--- src/rtl/booth_pkg.sv ---
// Shared constants and state encoding for the Booth dot-product stage.
package booth_pkg;

    localparam int OPND_W = 4;
    localparam int PROD_W = 8;
    localparam int CNT_W  = 8;

    // Bit index of the product sign, used when widening into the accumulator.
    localparam int PROD_SIGN_BIT = PROD_W - 1;

    typedef enum logic [1:0] {
        ACCUM = 2'd0,
        DRAIN = 2'd1,
        OUT   = 2'd2
    } state_t;

endpackage

--- src/rtl/booth_dot_acc_if.sv ---
// Operand-in / result-out handshake bundle for booth_dot_acc.
interface booth_dot_acc_if #(
    parameter int ACC_W = 12
);
    logic                                 in_valid;
    logic                                 in_ready;
    logic signed [booth_pkg::OPND_W-1:0]  a;
    logic signed [booth_pkg::OPND_W-1:0]  b;
    logic                                 out_valid;
    logic                                 out_ready;
    logic        [ACC_W-1:0]              out_sum;
    logic                                 out_ovf;

    modport master (
        output in_valid, a, b, out_ready,
        input  in_ready, out_valid, out_sum, out_ovf
    );

    modport slave (
        input  in_valid, a, b, out_ready,
        output in_ready, out_valid, out_sum, out_ovf
    );
endinterface

--- src/rtl/booth_main.sv ---
// Combinational radix-2 Booth multiplier, 4-bit signed operands, 8-bit signed product.
module booth_main
    import booth_pkg::*;
(
    input  logic signed [OPND_W-1:0] a,
    input  logic signed [OPND_W-1:0] b,
    output logic signed [PROD_W-1:0] prod
);

    logic [PROD_W-1:0] a_ext;
    logic [OPND_W:0]   b_pair;

    always_comb begin
        a_ext  = PROD_W'(a);
        b_pair = {b, 1'b0};
        prod   = '0;
        // Each adjacent bit pair (b[i], b[i-1]) selects +a, -a or nothing at weight 2^i.
        for (int i = 0; i < OPND_W; i++) begin
            case (b_pair[i+1 -: 2])
                2'b01:   prod = prod + (a_ext << i);
                2'b10:   prod = prod - (a_ext << i);
                default: prod = prod;
            endcase
        end
    end

endmodule

--- src/rtl/booth_dot_acc.sv ---
// Streaming dot product: accepts N_TERMS operand pairs, accumulates their Booth products,
// and presents the signed sum with a sticky overflow flag.
module booth_dot_acc
    import booth_pkg::*;
#(
    parameter int N_TERMS = 4,
    parameter int ACC_W   = 12
) (
    input logic           clk,
    input logic           rst,
    booth_dot_acc_if.slave bus
);

    state_t state;
    state_t state_nxt;

    logic signed [PROD_W-1:0] prod_c;
    logic signed [PROD_W-1:0] prod_r;
    logic                     prod_v;
    logic [ACC_W-1:0]         acc;
    logic [ACC_W-1:0]         prod_ext;
    logic [ACC_W-1:0]         acc_sum;
    logic [CNT_W-1:0]         cnt;
    logic                     ovf_r;
    logic                     add_ovf;
    logic                     accept;
    logic                     out_fire;
    logic                     last_term;

    booth_main u_mult (
        .a    (bus.a),
        .b    (bus.b),
        .prod (prod_c)
    );

    // Handshake terms derive from state directly so in_ready never depends on out_ready.
    assign accept    = bus.in_valid && (state == ACCUM);
    assign out_fire  = bus.out_ready && (state == OUT);
    assign last_term = (cnt == CNT_W'(N_TERMS - 1));

    assign prod_ext = ACC_W'(prod_r);
    assign acc_sum  = acc + prod_ext;
    assign add_ovf  = (acc[ACC_W-1] == prod_r[PROD_SIGN_BIT]) &&
                      (acc_sum[ACC_W-1] != acc[ACC_W-1]);

    always_ff @(posedge clk or posedge rst) begin
        if (rst) begin
            state <= ACCUM;
        end else begin
            state <= state_nxt;
        end
    end

    always_comb begin
        state_nxt     = state;
        bus.in_ready  = 1'b0;
        bus.out_valid = 1'b0;
        bus.out_sum   = '0;
        bus.out_ovf   = 1'b0;
        case (state)
            ACCUM: begin
                bus.in_ready = 1'b1;
                if (accept && last_term) begin
                    state_nxt = DRAIN;
                end
            end
            DRAIN: begin
                state_nxt = OUT;
            end
            OUT: begin
                bus.out_valid = 1'b1;
                bus.out_sum   = acc;
                bus.out_ovf   = ovf_r;
                if (out_fire) begin
                    state_nxt = ACCUM;
                end
            end
            default: begin
                state_nxt = ACCUM;
            end
        endcase
    end

    always_ff @(posedge clk or posedge rst) begin
        if (rst) begin
            prod_r <= '0;
            prod_v <= 1'b0;
            acc    <= '0;
            cnt    <= '0;
            ovf_r  <= 1'b0;
        end else begin
            prod_v <= accept;
            if (accept) begin
                prod_r <= prod_c;
            end
            if (out_fire) begin
                cnt <= '0;
            end else if (accept) begin
                cnt <= cnt + 1'b1;
            end
            // prod_v is never set in OUT, so the clear and the add cannot collide.
            if (out_fire) begin
                acc   <= '0;
                ovf_r <= 1'b0;
            end else if (prod_v) begin
                acc <= acc_sum;
                if (add_ovf) begin
                    ovf_r <= 1'b1;
                end
            end
        end
    end

endmodule

--- src/flat_wrapper.sv ---
// flat-port wrapper written by rule: the top's interface ports become plain ports
module booth_dot_acc_flat import booth_pkg::*;
#(
    parameter int N_TERMS = 4,
    parameter int ACC_W   = 12
)
  (clk, rst, bus_in_valid, bus_a, bus_b, bus_out_ready, bus_in_ready, bus_out_valid, bus_out_sum, bus_out_ovf);
  booth_dot_acc_if #(.ACC_W(ACC_W)) bus_i ();
  input logic clk;
  input logic rst;
  input wire logic [$bits(bus_i.in_valid)-1:0] bus_in_valid;
  input wire logic [$bits(bus_i.a)-1:0] bus_a;
  input wire logic [$bits(bus_i.b)-1:0] bus_b;
  input wire logic [$bits(bus_i.out_ready)-1:0] bus_out_ready;
  output wire logic [$bits(bus_i.in_ready)-1:0] bus_in_ready;
  output wire logic [$bits(bus_i.out_valid)-1:0] bus_out_valid;
  output wire logic [$bits(bus_i.out_sum)-1:0] bus_out_sum;
  output wire logic [$bits(bus_i.out_ovf)-1:0] bus_out_ovf;
  assign bus_i.in_valid = bus_in_valid;
  assign bus_i.a = bus_a;
  assign bus_i.b = bus_b;
  assign bus_i.out_ready = bus_out_ready;
  assign bus_in_ready = bus_i.in_ready;
  assign bus_out_valid = bus_i.out_valid;
  assign bus_out_sum = bus_i.out_sum;
  assign bus_out_ovf = bus_i.out_ovf;
  booth_dot_acc #(.N_TERMS(N_TERMS), .ACC_W(ACC_W)) u_core (.clk(clk), .rst(rst), .bus(bus_i));
endmodule
--- config.mk ---
export PLATFORM = sky130hd
export DESIGN_NAME = booth_dot_acc_flat
export DESIGN_NICKNAME = d
export VERILOG_FILES = /design/src/rtl/booth_pkg.sv /design/src/rtl/booth_dot_acc_if.sv /design/src/rtl/booth_main.sv /design/src/rtl/booth_dot_acc.sv /design/src/flat_wrapper.sv
export SDC_FILE = /design/constraint.sdc
export NUM_CORES = 1
export LEC_CHECK = 0
export BUFFER_PORTS_ARGS = -buffer_cell sky130_fd_sc_hd__buf_2
export CAP_MARGIN = 20
export CORE_AREA = 10 10 92 94
export DETAILED_ROUTE_END_ITERATION = 10
export DIE_AREA = 0 0 102 104
export GPL_ROUTABILITY_DRIVEN = 1
export GPL_TIMING_DRIVEN = 0
export PLACE_DENSITY = 0.74
export SLEW_MARGIN = 10
export SYNTH_ARGS = -nofsm -noshare
export SYNTH_HDL_FRONTEND = slang
export SYNTH_SLANG_ARGS = --single-unit
--- constraint.sdc ---
create_clock -name clk -period 3 [get_ports clk]
set_input_delay 0.9 -clock clk [delete_from_list [all_inputs] [get_ports clk]]
set_output_delay 0.9 -clock clk [all_outputs]
set_load 0.02 [all_outputs]
== After elaboration in Yosys (flattened, before gate mapping) ==
Index checks and enable logic that the tools add are counted.
Word-level totals
  register bits after elaboration: 32
Cells by class
  add/sub/neg operators: 9
  reduce and logical (&&, ||, !) cells: 10
  multiplexer cells: 18
  equality and inequality tests: 13
Operators by type and width (count)
  8-bit case mux with 2 select lines: 3
  12-bit 2-to-1 mux: 3
  8-bit adder: 3
  8-bit 2-to-1 mux: 3
  8-bit subtractor: 3
  12-bit adder: 1
  8-bit by 1-bit adder with 8-bit output (second input constant): 1
  2-bit by 1-bit == test with 1-bit output (second input constant): 4
  2-bit == test (second input constant): 4
  8-bit by 2-bit == test with 1-bit output (second input constant): 1
  1-bit 2-to-1 mux: 6
  2-bit case mux with 3 select lines: 1
  2-bit nonzero test: 3
  1-bit by 4-bit subtractor with 5-bit output (first input constant): 1
  1-bit logical AND: 4
  2-bit 2-to-1 mux: 2
  2-bit AND reduction: 2
  2-bit zero test: 1
  2-bit by 1-bit != test with 1-bit output (second input constant): 1
  2-bit != test (second input constant): 1
  1-bit == test: 1
  1-bit != test: 1

== Logic depth before layout (Yosys ltp) ==
  depth after elaboration: 8
  mapped depth: 28
  depth with buffers taken out: 26

== Hierarchy ==
From an unflattened synthesis, not the netlist that was laid out.
Unflattened totals
  cells, all modules: 368
  area, all modules: 3185.6 um^2
By module, submodules not included
  booth_dot_acc: area an instance 1905.6 um^2, instances 1, cells an instance 198
  booth_main: area an instance 1280.0 um^2, instances 1, cells an instance 170

== Worst setup path before layout ==
No wires, ideal clock.
  path type: input port to flip-flop
  start point: input bus_b[0]
  end point: register u_core.prod_r[7]
  stages on the path: 27
  library setup time: 0.129 ns
  setup slack: -2.834 ns
  buffers on the path: 2
  data arrival time: 5.705 ns
  cells stage by stage: buf_2 -> clkinv_1 -> ha_1 -> clkbuf_1 -> mux2_2 -> inv_1 -> ha_1 -> and3_1 -> o311ai_1 -> a21oi_1 -> xnor2_1 -> or3_1 -> nand2_1 -> ha_1 -> o21a_1 -> o31a_1 -> a21oi_1 -> nor2_1 -> a31oi_1 -> ha_1 -> a21o_1 -> a21oi_1 -> xor2_1 -> nor2_1 -> xor2_1 -> xnor2_1 -> o21ai_1
On the way
  word-level cells in the longest chain between the ends: 7
RTL lines
  start: declaration: RTL line flat_wrapper.sv:13  | input wire logic [$bits(bus_i.b)-1:0] bus_b;
  8-bit 2-to-1 mux: RTL line booth_main.sv:19  | case (b_pair[i+1 -: 2])
  8-bit subtractor / 8-bit adder (equally long branches): RTL line booth_main.sv:21, booth_main.sv:20
  8-bit case mux with 2 select lines *: RTL line booth_main.sv:19
  8-bit subtractor / 8-bit adder (equally long branches): RTL line booth_main.sv:21, booth_main.sv:20
  8-bit case mux with 2 select lines *: RTL line booth_main.sv:19
  8-bit subtractor / 8-bit adder (equally long branches): RTL line booth_main.sv:21, booth_main.sv:20
  8-bit case mux with 2 select lines *: RTL line booth_main.sv:19
  end signal: assignment: RTL line booth_dot_acc.sv:94  | prod_r <= prod_c;
  end: declaration: RTL line booth_dot_acc.sv:18  | logic signed [PROD_W-1:0] prod_r;
Mark *: on every way between the ends. The rest lies on a longest branch, timed or not.
A chain may end at the register's enable or synchronous reset.

== Final worst setup path ==
  start point: input bus_a[2]
  end point: register u_core.prod_r[7]
On the way
  word-level cells in the longest chain between the ends: 8
RTL lines
  start: declaration: RTL line flat_wrapper.sv:12  | input wire logic [$bits(bus_i.a)-1:0] bus_a;
  1-bit by 4-bit subtractor with 5-bit output: RTL line booth_main.sv:21  | 2'b10: prod = prod - (a_ext << i);
  8-bit 2-to-1 mux: RTL line booth_main.sv:19
  8-bit subtractor / 8-bit adder (equally long branches): RTL line booth_main.sv:21, booth_main.sv:20
  8-bit case mux with 2 select lines: RTL line booth_main.sv:19
  8-bit subtractor / 8-bit adder (equally long branches): RTL line booth_main.sv:21, booth_main.sv:20
  8-bit case mux with 2 select lines: RTL line booth_main.sv:19
  8-bit subtractor / 8-bit adder (equally long branches): RTL line booth_main.sv:21, booth_main.sv:20
  8-bit case mux with 2 select lines *: RTL line booth_main.sv:19
Marked as above.

==> summary.md <==
| Metric | Value |
|---|---|
| Status | `finished, violations left` |
| Violated checks | `setup timing` |
| Root Driver | `clkbuf_8` |
| Vias/cell | `5.780` |
| Worst hold path depth | `1` |
| Most frequent cells in the layout | `buf_4 (51), nor2_1 (44), dfrtp_1 (32), nand2_1 (27)` |
| Die Span X | `102 um` |
| Worst-case reg-to-reg path depth | `11` |
| Drt drc | `0` |
| Die footprint | `10,610 sq um` |
| Placement Setup Slack | `-2.943 ns` |
| GR Util All Layers | `16.21%` |
| Filler instances | `514` |
| Max VDD drop | `0.0003011 V` |
| FP Rows | `30` |
| Critical path capture point type | `flop` |
| Multi-input logic area | `2515 sq um` |
| Largest net degree at the start of global routing | `20` |
| Min-delay worst type | `reg -> reg` |
| Final setup margin | `-2.513 ns` |
| Number of CTS-inserted buffers | `5` |
| Fin. Hold Viols | `0` |
| Clock transition at the registers of the reported paths | `0.07 ns` |
| Final min period | `5.513 ns` |
| Fraction of registers with async set/reset | `100.0%` |
| Storage cell area | `800.8 sq um` |
| First-pass GRT wire length | `14,520 um` |
| Number of synthesized flops with an enable pin | `0` |
| Reg2Reg Launch Point | `u_core.acc[0]` |
| Cell count after synthesis | `396` |
| Layout area overhead | `34.57%` |
| Routed WL | `9376 um` |
| Routability Congestion | `0.9021` |
| Crit share post-route | `183.8%` |
| Initial antenna violation count | `0` |
| Max clock buf depth | `2` |
| Fmax | `181.4 MHz` |
| Initial core utilization | `47.94%` |
| Synth warnings | `0` |
| Seq/Total Area, Yosys | `25.00%` |
| Initial drt markers | `216` |
| Vias in the first global route | `3,145` |
| R2R Path End | `u_core.acc[10]` |
| Clock Sinks | `32` |
| Flop2flop setup slack | `0.21 ns` |
| Unrepaired setup endpoints after global routing | `true` |
| N_diodes | `0` |
| Ys flop type | `dfrtp_1` |
| Mean Syn Cell Area | `8.089 sq um` |
| CP Buf/Inv Count | `4` |
| H-tree depth | `2` |
| Crit path depth | `26` |
| Startpoint Class | `input pin` |
| DP Wirelength | `5929 um` |
| Worst setup path startpoint | `bus_a[2]` |
| Distinct cells, synth | `64` |
| Pins Over Slew Limit | `0` |
| Wire per inst | `16.65 um` |
| Netlist Area Pre-Place | `3203 sq um` |
| Critical path's largest stage delay | `0.51 ns` |
| Critical path capture point | `u_core.prod_r[7]` |
| Cell leakage power | `1.989 nW` |
| Pwr/cell area | `778.2 nW/um^2` |
| Hold WS | `0.4776 ns` |
| CP max FO | `5` |
| Worst-Margin Slew | `0.7562 ns` |
| Worst Path Arrival | `5.68 ns` |
| Synthesis-stage register bit count | `32` |
| Overflow after GRT | `0` |
| Crit Path Class | `in -> reg` |
| Relative slew slack | `49.53%` |
| Clk_lat worst skew | `0.29 ns` |
| Worst Skew | `0.01128 ns` |
| Final #Nets | `525` |
| Slowest CP cell | `or4b_1` |
| Num ports | `27` |
| CP required | `3.17 ns` |
| Final-report setup violation count | `6` |
| Die Height | `104 um` |
| Delay-heaviest family, CP | `compound AO/OA/AOI/OAI gates` |
| DR pass1 iterations | `4` |
| Share of post-route cells with drive strength above 1 | `31.88%` |
| Antenna Nets Post-Route | `0` |
| Most common cell after layout, fill and taps aside | `buf_4` |
| CTS tree | `yes` |
| Core Footprint | `6681 sq um` |
| Vias | `3,254` |
| Total of max-cap violations | `0` |
| Port Buf Inserts | `25` |
| Synth Net Count | `439` |
[cells in the mapped netlist (3+ instances only)]
library cell	n	area share (%)
nor4_1	4	0.78
o31ai_1	6	1.4
xor2_1	12	3.3
or2_2	3	0.59
xnor2_1	15	4.1
fa_1	4	2.5
ha_1	27	11
clkbuf_1	11	1.3
mux2i_1	9	2.8
and2_1	15	2.9
nand4_1	3	0.59
inv_1	25	2.9
nor2_1	48	5.6
o21ai_1	7	1.1
a211oi_1	3	0.70
nand3_1	10	1.6
nand2b_1	4	0.78
mux2_2	4	1.4
nor2b_1	7	1.4
a31oi_1	4	0.78
a21oi_1	29	4.5
or4_1	4	0.94
dfrtp_1	32	25
a21o_1	6	1.4
o21ai_0	13	2.0
nand2_1	28	3.3
nor3_1	9	1.4
or3_1	3	0.59
buf_1	3	0.35
a21boi_0	3	0.70
[cell type report]
type	count	share of cell area, %
multi-input combinational	319	58.35
sequential	32	18.58
timing repair buffer	79	13.12
inverter	28	2.729
buffer	17	2.409
tap	80	2.322
clock buffer	6	1.684
clock inverter	2	0.8128
[flip-flops by register name (all words and copies together), names as in the netlist]
| signal | count |
|---|---|
| u_core.prod_r | 8 |
| u_core.state | 2 |
| u_core.acc | 12 |
| u_core.cnt | 8 |
| u_core.prod_v | 1 |
| u_core.ovf_r | 1 |
[worst reg2reg max path: cells and delay by family (launching register included)]
kind,cells,cell delay (ns)
fa+ha+maj,2,0.55
flops,1,0.38
buf+inv,1,0.05
compound gates,6,1.44
simple gates,2,0.33
[cells by family after synthesis]
family / count (synthesis) / synth area share (%)
flops: 32 / 25.00
compound gates: 96 / 20.62
xor+xnor: 27 / 7.383
mux: 13 / 4.219
buf+inv: 45 / 5.469
fa+ha+maj: 31 / 13.05
simple gates: 152 / 24.26
[routing by layer]
layer  vias up  GRT usage [%]  part of all wire [%]
met3        25          2.791                   5.1
li1       1581              -                     -
met2       109          27.35                    49
met5         -              0                     0
met4         0          6.048                   3.1
met1      1539          19.78                    43
[worst min path at each step]
stage	from	endpoint	slack, ns
after global placement	u_core.cnt[7]	u_core.state[0]	0.45
after floorplan	u_core.cnt[7]	u_core.state[0]	0.43
after detailed placement	u_core.cnt[7]	u_core.state[0]	0.45
final	u_core.cnt[7]	u_core.state[0]	0.48
after global routing	u_core.state[1]	u_core.state[1]	0.49
after CTS	u_core.cnt[7]	u_core.state[0]	0.48
[metrics by stage]
step	util, %	std cells	power, mW	instance area [sq um]	setup TNS (ns)
4_1_cts	61.14	549	3.185	4085	-8.554
3_3_place_gp	53.45	501	2.530	3571	-11.19
3_5_place_dp	53.67	502	2.610	3586	-11.67
5_1_grt	64.51	563	3.664	4310	-10.80
6_report	64.51	563	3.354	4310	-9.935
2_1_floorplan	-	396	2.236	3346	-8.193
[what timing repair did]
action,in CTS,in global routing
buffers inserted,39,15
cloned,0,0
pin swaps,30,33
endpoints found under the hold margin,0,0
hold buffers,0,0
gates resized for setup,22,28
setup endpoints to repair,6,8
[power breakdown]
group | internal, mW | switching, mW | total [mW]
Sequential | 0.621 | 0.157 | 0.778
Clock | 0.246 | 0.154 | 0.401
Combinational | 1.03 | 1.14 | 2.18
Total | 1.90 | 1.45 | 3.35
Note: power is estimated with default switching activity, not from simulation.
